==> config.mk <==
export PLATFORM = sky130hd
export DESIGN_NAME = adder_arbiter
export DESIGN_NICKNAME = d
export VERILOG_FILES = /design/src/rtl/adder_arbiter.sv
export SDC_FILE = /design/constraint.sdc
export NUM_CORES = 1
export LEC_CHECK = 0
export CORE_AREA = 5 5 90 92
export CTS_CLUSTER_SIZE = 40
export DETAILED_ROUTE_END_ITERATION = 6
export DIE_AREA = 0 0 95 97
export GPL_TIMING_DRIVEN = 0
export HOLD_SLACK_MARGIN = 0.1
export MAX_ROUTING_LAYER = met4
export PLACE_DENSITY = 0.88
export SLEW_MARGIN = 10
export SYNTH_ARGS = -nofsm -noshare
export SYNTH_HDL_FRONTEND = slang
export SYNTH_SLANG_ARGS = --single-unit
==> constraint.sdc <==
create_clock -name Clk -period 4.6 [get_ports Clk]
set_input_delay 1.15 -clock Clk [delete_from_list [all_inputs] [get_ports Clk]]
set_output_delay 1.15 -clock Clk [all_outputs]
set_load 0.02 [all_outputs]
==> src/rtl/adder_arbiter.sv <==
// adder_arbiter: round-robin sharing of one 16-bit carry-select adder
// between NREQ requesters. Fully pipelined: one grant and one tagged result
// per cycle, with a fixed latency of two cycles from gnt to rsp_valid.
//
// Ports
//   Clk        rising-edge clock
//   Reset_n    asynchronous active-low reset
//   req        per-requester add request
//   req_a      operand A of requester i at [16*i +: 16]
//   req_b      operand B of requester i at [16*i +: 16]
//   gnt        one-hot grant (combinational); operands captured at this edge
//   rsp_valid  one-hot response tag, valid for exactly one cycle per grant
//   rsp_sum    registered 16-bit sum, holds last result when idle
//   rsp_co     registered unsigned carry-out of the last add
module adder_arbiter #(
  parameter int unsigned NREQ = 3,
  parameter int unsigned IDW  = 2
) (
  input  logic                 Clk,
  input  logic                 Reset_n,
  input  logic [NREQ-1:0]      req,
  input  logic [16*NREQ-1:0]   req_a,
  input  logic [16*NREQ-1:0]   req_b,
  output logic [NREQ-1:0]      gnt,
  output logic [NREQ-1:0]      rsp_valid,
  output logic [15:0]          rsp_sum,
  output logic                 rsp_co
);

  localparam int unsigned DW   = 16;
  localparam int unsigned BW   = 4;
  localparam int unsigned NBLK = DW / BW;

  logic [DW-1:0]  a_arr [NREQ];
  logic [DW-1:0]  b_arr [NREQ];
  logic [IDW-1:0] ptr;
  logic           gnt_any;
  logic [IDW-1:0] gnt_idx;
  logic           s1_vld;
  logic [IDW-1:0] s1_id;
  logic [DW-1:0]  s1_a;
  logic [DW-1:0]  s1_b;
  logic [DW-1:0]  csa_sum;
  logic           csa_co;

  // Unpack the flat operand buses so the granted slot can be selected by index.
  for (genvar g = 0; g < NREQ; g++) begin : g_unpack
    assign a_arr[g] = req_a[DW*g +: DW];
    assign b_arr[g] = req_b[DW*g +: DW];
  end

  // Round-robin search starting just after the last winner.
  always_comb begin
    int unsigned idx;
    gnt_any = 1'b0;
    gnt_idx = '0;
    idx     = 0;
    for (int unsigned k = 1; k <= NREQ; k++) begin
      idx = (32'(ptr) + k) % NREQ;
      if (!gnt_any && req[IDW'(idx)]) begin
        gnt_any = 1'b1;
        gnt_idx = IDW'(idx);
      end
    end
  end

  // Grant decode; masked during reset so no requester believes it was served.
  always_comb begin
    gnt = '0;
    if (gnt_any && Reset_n) gnt[gnt_idx] = 1'b1;
  end

  // Carry-select adder: each 4-bit block precomputes both carry-in cases,
  // the ripple only travels through the selection muxes.
  always_comb begin
    logic       c;
    logic [4:0] sum_c0;
    logic [4:0] sum_c1;
    c       = 1'b0;
    sum_c0  = '0;
    sum_c1  = '0;
    csa_sum = '0;
    for (int unsigned g = 0; g < NBLK; g++) begin
      sum_c0 = {1'b0, s1_a[BW*g +: BW]} + {1'b0, s1_b[BW*g +: BW]};
      sum_c1 = sum_c0 + 5'd1;
      csa_sum[BW*g +: BW] = c ? sum_c1[BW-1:0] : sum_c0[BW-1:0];
      c = c ? sum_c1[BW] : sum_c0[BW];
    end
    csa_co = c;
  end

  // Stage 1 captures the granted operands; stage 2 (rsp_*) registers the
  // sum and the one-hot tag directly, so rsp_valid is the stage-2 valid.
  always_ff @(posedge Clk or negedge Reset_n) begin
    if (!Reset_n) begin
      ptr       <= IDW'(NREQ - 1);
      s1_vld    <= 1'b0;
      s1_id     <= '0;
      s1_a      <= '0;
      s1_b      <= '0;
      rsp_valid <= '0;
      rsp_sum   <= '0;
      rsp_co    <= 1'b0;
    end else begin
      s1_vld <= gnt_any;
      if (gnt_any) begin
        ptr   <= gnt_idx;
        s1_id <= gnt_idx;
        s1_a  <= a_arr[gnt_idx];
        s1_b  <= b_arr[gnt_idx];
      end
      rsp_valid <= s1_vld ? (NREQ'(1) << s1_id) : '0;
      if (s1_vld) begin
        rsp_sum <= csa_sum;
        rsp_co  <= csa_co;
      end
    end
  end

endmodule

Word-level counts from Yosys, hierarchy flattened --
Index checks and enable logic that the tools add are counted.
Storage, ports and cells: bits in registers 57, output and inout port bits 23
Cells by class: add/sub/neg operators 10, div/mod/pow operators 3, $lt $le $gt $ge 6, shifts and indexed selects 1, mux-type cells 28, bitwise gates (word level) 1, reduce and logical (&&, ||, !) cells 6
Operators by type and width (number):
- $mod 32x2->32 const B | 3
- $bmux 16 s2 | 2
- $mux 16 | 4
- $add 4x4->5 | 4
- $add 5x1->5 const B | 3
- $lt 2x3->1 const B | 4
- $mux 4 | 3
- $mux 1 | 10
- $add 2x2->3 const B | 2
- $bmux 1 s2 | 3
- $mux 2 | 3
- $mux 3 | 2
- $logic_and 1x1->1 | 4
- $add 2x1->3 const B | 1
- $ge 3x3->1 const B | 1
- $not 2->3 | 1
- $shl 1x2->3 const A | 1
- $demux 1 s2 | 1
- $ge 2x1->1 const B | 1
- $logic_not 1->1 | 2

Longest topological paths before layout --
depth in word-level cells 16, mapped depth 10

Worst setup path before layout --
No wires, ideal clock.
path type input -> output, from input port req[0], to output port gnt[0], arrival 2.662 ns, data required time 3.450 ns, slack 0.788 ns, stages on the path 7, cells stage by stage inv_1 -> maj3_1 -> o221a_2 -> clkbuf_1 -> nor2_1 -> buf_2 -> and3_1
On the way: cells in the longest elaborated chain, start to end 14
RTL lines:
- from (decl) | line 21 | input logic [NREQ-1:0] req,
- $bmux 1 s2 | line 60 | if (!gnt_any && req[IDW'(idx)]) begin
- $mux 1 (not written as such) | line 60
- $mux 1 | line 60
- $logic_not 1->1 | line 60
- $logic_and 1x1->1 | line 60
- $mux 1 | line 60
- $logic_not 1->1 | line 60
- $logic_and 1x1->1 | line 60
- $mux 2 | line 60
- $lt 2x3->1 (not written as such) or $ge 2x1->1 (tied branches) | line 70 | if (gnt_any && Reset_n) gnt[gnt_idx] = 1'b1;
- $logic_and 1x1->1 (not written as such) | line 70
- $mux 1 (not written as such) | line 70
- $demux 1 s2 | line 70
- $mux 3 * | line 70
- to (decl) | line 24 | output logic [NREQ-1:0] gnt,
Every way passes the cells marked *; elsewhere a longest branch is shown, timed or not. The select of a mux whose other input is x is not followed.

Final worst setup path --
Same ends and word-level chain as after synthesis.

==> summary.txt <==
Cells and area
  – Net count, final: 612
  – Commonest non-fill, non-tap cell in the layout: clkdlybuf4s50_1
  – Commonest non-fill, non-tap cells in the layout: clkdlybuf4s50_1, dfrtp_1, nor2_1, nand2_1
  – Diodes inserted: 0
  – Register Area: 0.001403 mm2
  – Multi-input logic area: 0.001831 mm2
  – Fillers: 560
  – Ratio of cells with drive above 1 in the final layout: 7.803%
  – Syn-to-layout area delta: 45.38%
  – Post-Route Utilization: 68.18%
  – Fin area: 0.004866 mm2

CTS
  – Clock Path Buffers: 2
  – Clock Sinks: 56
  – H-tree levels: 2
  – Cts bufs inserted: 5
  – Cts hold-fix bufs: 0
  – Clock root buffer: clkbuf_8
  – CTS tree: built
  – Worst-skew pair later-pin latency: 310 ps
  – Worst-path clk slew: 100 ps

Die
  – Initial Utilization: 46.90%
  – Die width: 95 um
  – Chip height: 97 um
  – Rows: 31
  – # IOs: 124
  – Core box area: 0.007137 mm2
  – Full die area: 0.009215 mm2

STA
  – Clock Skews: 13.65 ps
  – Count of final hold-check violations: 0
  – Slew Viols, Final: 0
  – Slew margin rel.: 57.36%
  – Period utilization: 96.96%
  – Final setup violation count: 0
  – Worst-Margin Slew: 639.6 ps
  – Worst Slack Setup Final: 140.0 ps
  – RSZ-0062 raised after global routing: no
  – F_max: 224.2 MHz
  – Setup Total Neg Slack: 0 ps
  – Final min period: 4460 ps

Setup path
  – Crit path launch type: input port
  – CP peak stage delay: 450 ps
  – Crit path max fanout: 10
  – Setup crit start: req[0]
  – WP data arrival: 3310 ps
  – Setup crit end kind: output pin
  – CP required: 3450 ps
  – Crit path cell chain: clkdlybuf4s50_1, inv_1, maj3_1, o221a_2, nor2_4, buf_4, and3_1, dlygate4sd2_1
  – R2r startpoint: s1_a[4]
  – R2R setup slack: 1520 ps
  – CP max stage cell: clkdlybuf4s50_1
  – Crit Reg-Reg Endpoint: rsp_sum[13]
  – Crit Path Category: in2out
  – Worst R2R Path Depth: 9
  – Crit path to: gnt[0]

Placement
  – Gp weighted congestion: 0.8311
  – Detailed placement HPWL: 7995 um
  – Number of I/O port buffers: 123
  – DP Worst Slack: -467.1 ps
  – Placement Cell Area: 0.004717 mm2

Synth
  – Seq/Total Area, Yosys: 41.91%
  – Synth area leader: dfrtp_1
  – Post-Syn Nets: 482
  – Share of the synthesized area in the top cell type: 41.12%
  – Synth async-reset ratio: 100.0%
  – EDFF count, synth: 0
  – Netlist cell types: 43
  – Yosys warning count: 0
  – Post-synth top flop: dfrtp_1
  – Mapped Cells: 356
  – Post-Synthesis Cell Area: 0.003347 mm2
  – Avg Cell Area, Syn: 9.402 um2
  – Synth Register Bits: 56
  – Top post-synthesis cells by area: dfrtp_1, ha_1, a22oi_1

Outcome
  – Outcome: finished, final reports clean

Pwr
  – Final total power: 4.062 mW
  – Cell Pwr Density: 834.7 mW/mm2
  – Cell Int Power: 2.185 mW
  – Peak VDD IR: 0.3208 mV
  – Leak: 2.089 nW
  – Net Switching: 1.877 mW
  – Sw Ratio: 46.21%
  – Combinational power share: 68.4%
  – Clk network pwr share: 8.0%
  – Flop pwr share: 23.6%

GRT
  – Initial antenna violation count: 0
  – Largest net degree at the start of global routing: 33
  – Vias in the first global route: 3479
  – Tot GR Track Use: 22.62%
  – Overflow after GRT: 0
  – First-pass GRT wire length: 16130 um

Route
  – Post-DR wirelength/cell: 17.28 um
  – Total number of vias: 3241
  – Wirelength, routed: 10130 um
  – ANT nets after route: 0
  – First-pass DRT Iterations: 4
  – Iter 0 DRT Violations: 226
  – DRC: 0
  – Vias per inst: 5.531

Job
  – Max-cap violations: 0

Hold path
  – Hold Crit Class: reg2reg
-- critical path, delay by kind of cell --
kind	cells	cell delay, ps
buffers and inverters	4	1080
AOI/OAI and AO/OA	1	350
and+or+nand+nor	2	360
adders and majority gates	1	360
-- logic make-up (layout without fill, tap and decap cells) --
family	Yosys count	after routing	share of synthesized area [%]
muxes	9	9	2.878
adders and majority gates	27	27	10.84
and+or+nand+nor	112	112	14.65
xor gates and xnor gates	14	14	4.112
DFF	56	56	41.91
buffers and inverters	34	165	4.187
AOI/OAI and AO/OA	104	104	21.42
-- state kept, by name (all words and copies together) (netlist names) --
name and cells:
ptr 2, rsp_valid 3, s1_vld 1, s1_b 16
s1_id 1, rsp_co 1, s1_a 16, rsp_sum 16
-- final cells by class --
cell class                 instances  share of cell area (%)
multi-input combinational        266                   37.62
clock buffer                       6                   1.491
inverter                          12                  0.9257
clock inverter                     2                  0.7200
timing repair buffer             125                   25.84
sequential                        56                   28.82
buffer                            20                   2.031
tap                               99                   2.546
-- per-stage QoR --
stage                     hold WS [ps]  std cells
after floorplan                  434.7        356
after global placement           458.6        578
after detailed placement         467.3        579
after CTS                        480.0        587
after global routing             502.6        586
final                            477.2        586
-- Yosys cell counts, types with 2 or more instances --
master	instances
xor2_1	3
a21oi_1	23
a31oi_1	32
nand4_1	3
xor2_2	2
clkbuf_1	17
and3_1	9
a22oi_1	32
ha_1	21
fa_1	4
nor3_1	4
xnor2_1	9
nand2_1	40
inv_1	12
a21o_1	5
dfrtp_1	55
buf_2	4
mux2i_1	4
nand3_1	5
or2_2	2
mux2_2	5
nor2_1	43
maj3_1	2
-- routing by layer --
| metal | share of wire, % | GRT usage, % | vias up |
|---|---|---|---|
| li1 | - | - | 1545 |
| met1 | 40 | 27.71 | 1543 |
| met2 | 52 | 37.36 | 135 |
| met3 | 6.1 | 4.267 | 18 |
| met4 | 1.9 | 7.325 | 0 |
| met5 | 0 | - | - |
-- power by group through the flow --
stage	Sequential, mW	Clock [mW]	Combinational, mW
floorplan	1.02	0	1.84
global placement	0.946	0	2.59
detailed placement	0.962	0	2.70
CTS	0.952	0.322	2.74
global route	0.990	0.343	3.07
finish	0.958	0.326	2.78
-- worst min-delay path by stage --
stage	end	depth (start not counted)	from
after CTS	rsp_valid[0]	1	ptr[0]
after global routing	rsp_valid[0]	1	ptr[0]
after floorplan	rsp_valid[0]	1	ptr[0]
after global placement	rsp_valid[0]	1	ptr[0]
final	rsp_valid[0]	1	ptr[0]
after detailed placement	rsp_valid[0]	1	ptr[0]
-- repair_timing --
item | 4_1_cts | 5_1_grt
endpoints found under the setup margin | 3 | 3
setup buffers | 0 | 1
pin swaps | 0 | 1
endpoints found under the hold margin | 0 | 0
gates resized for setup | 6 | 9
No activity file was read; power rests on OpenSTA's default activity.
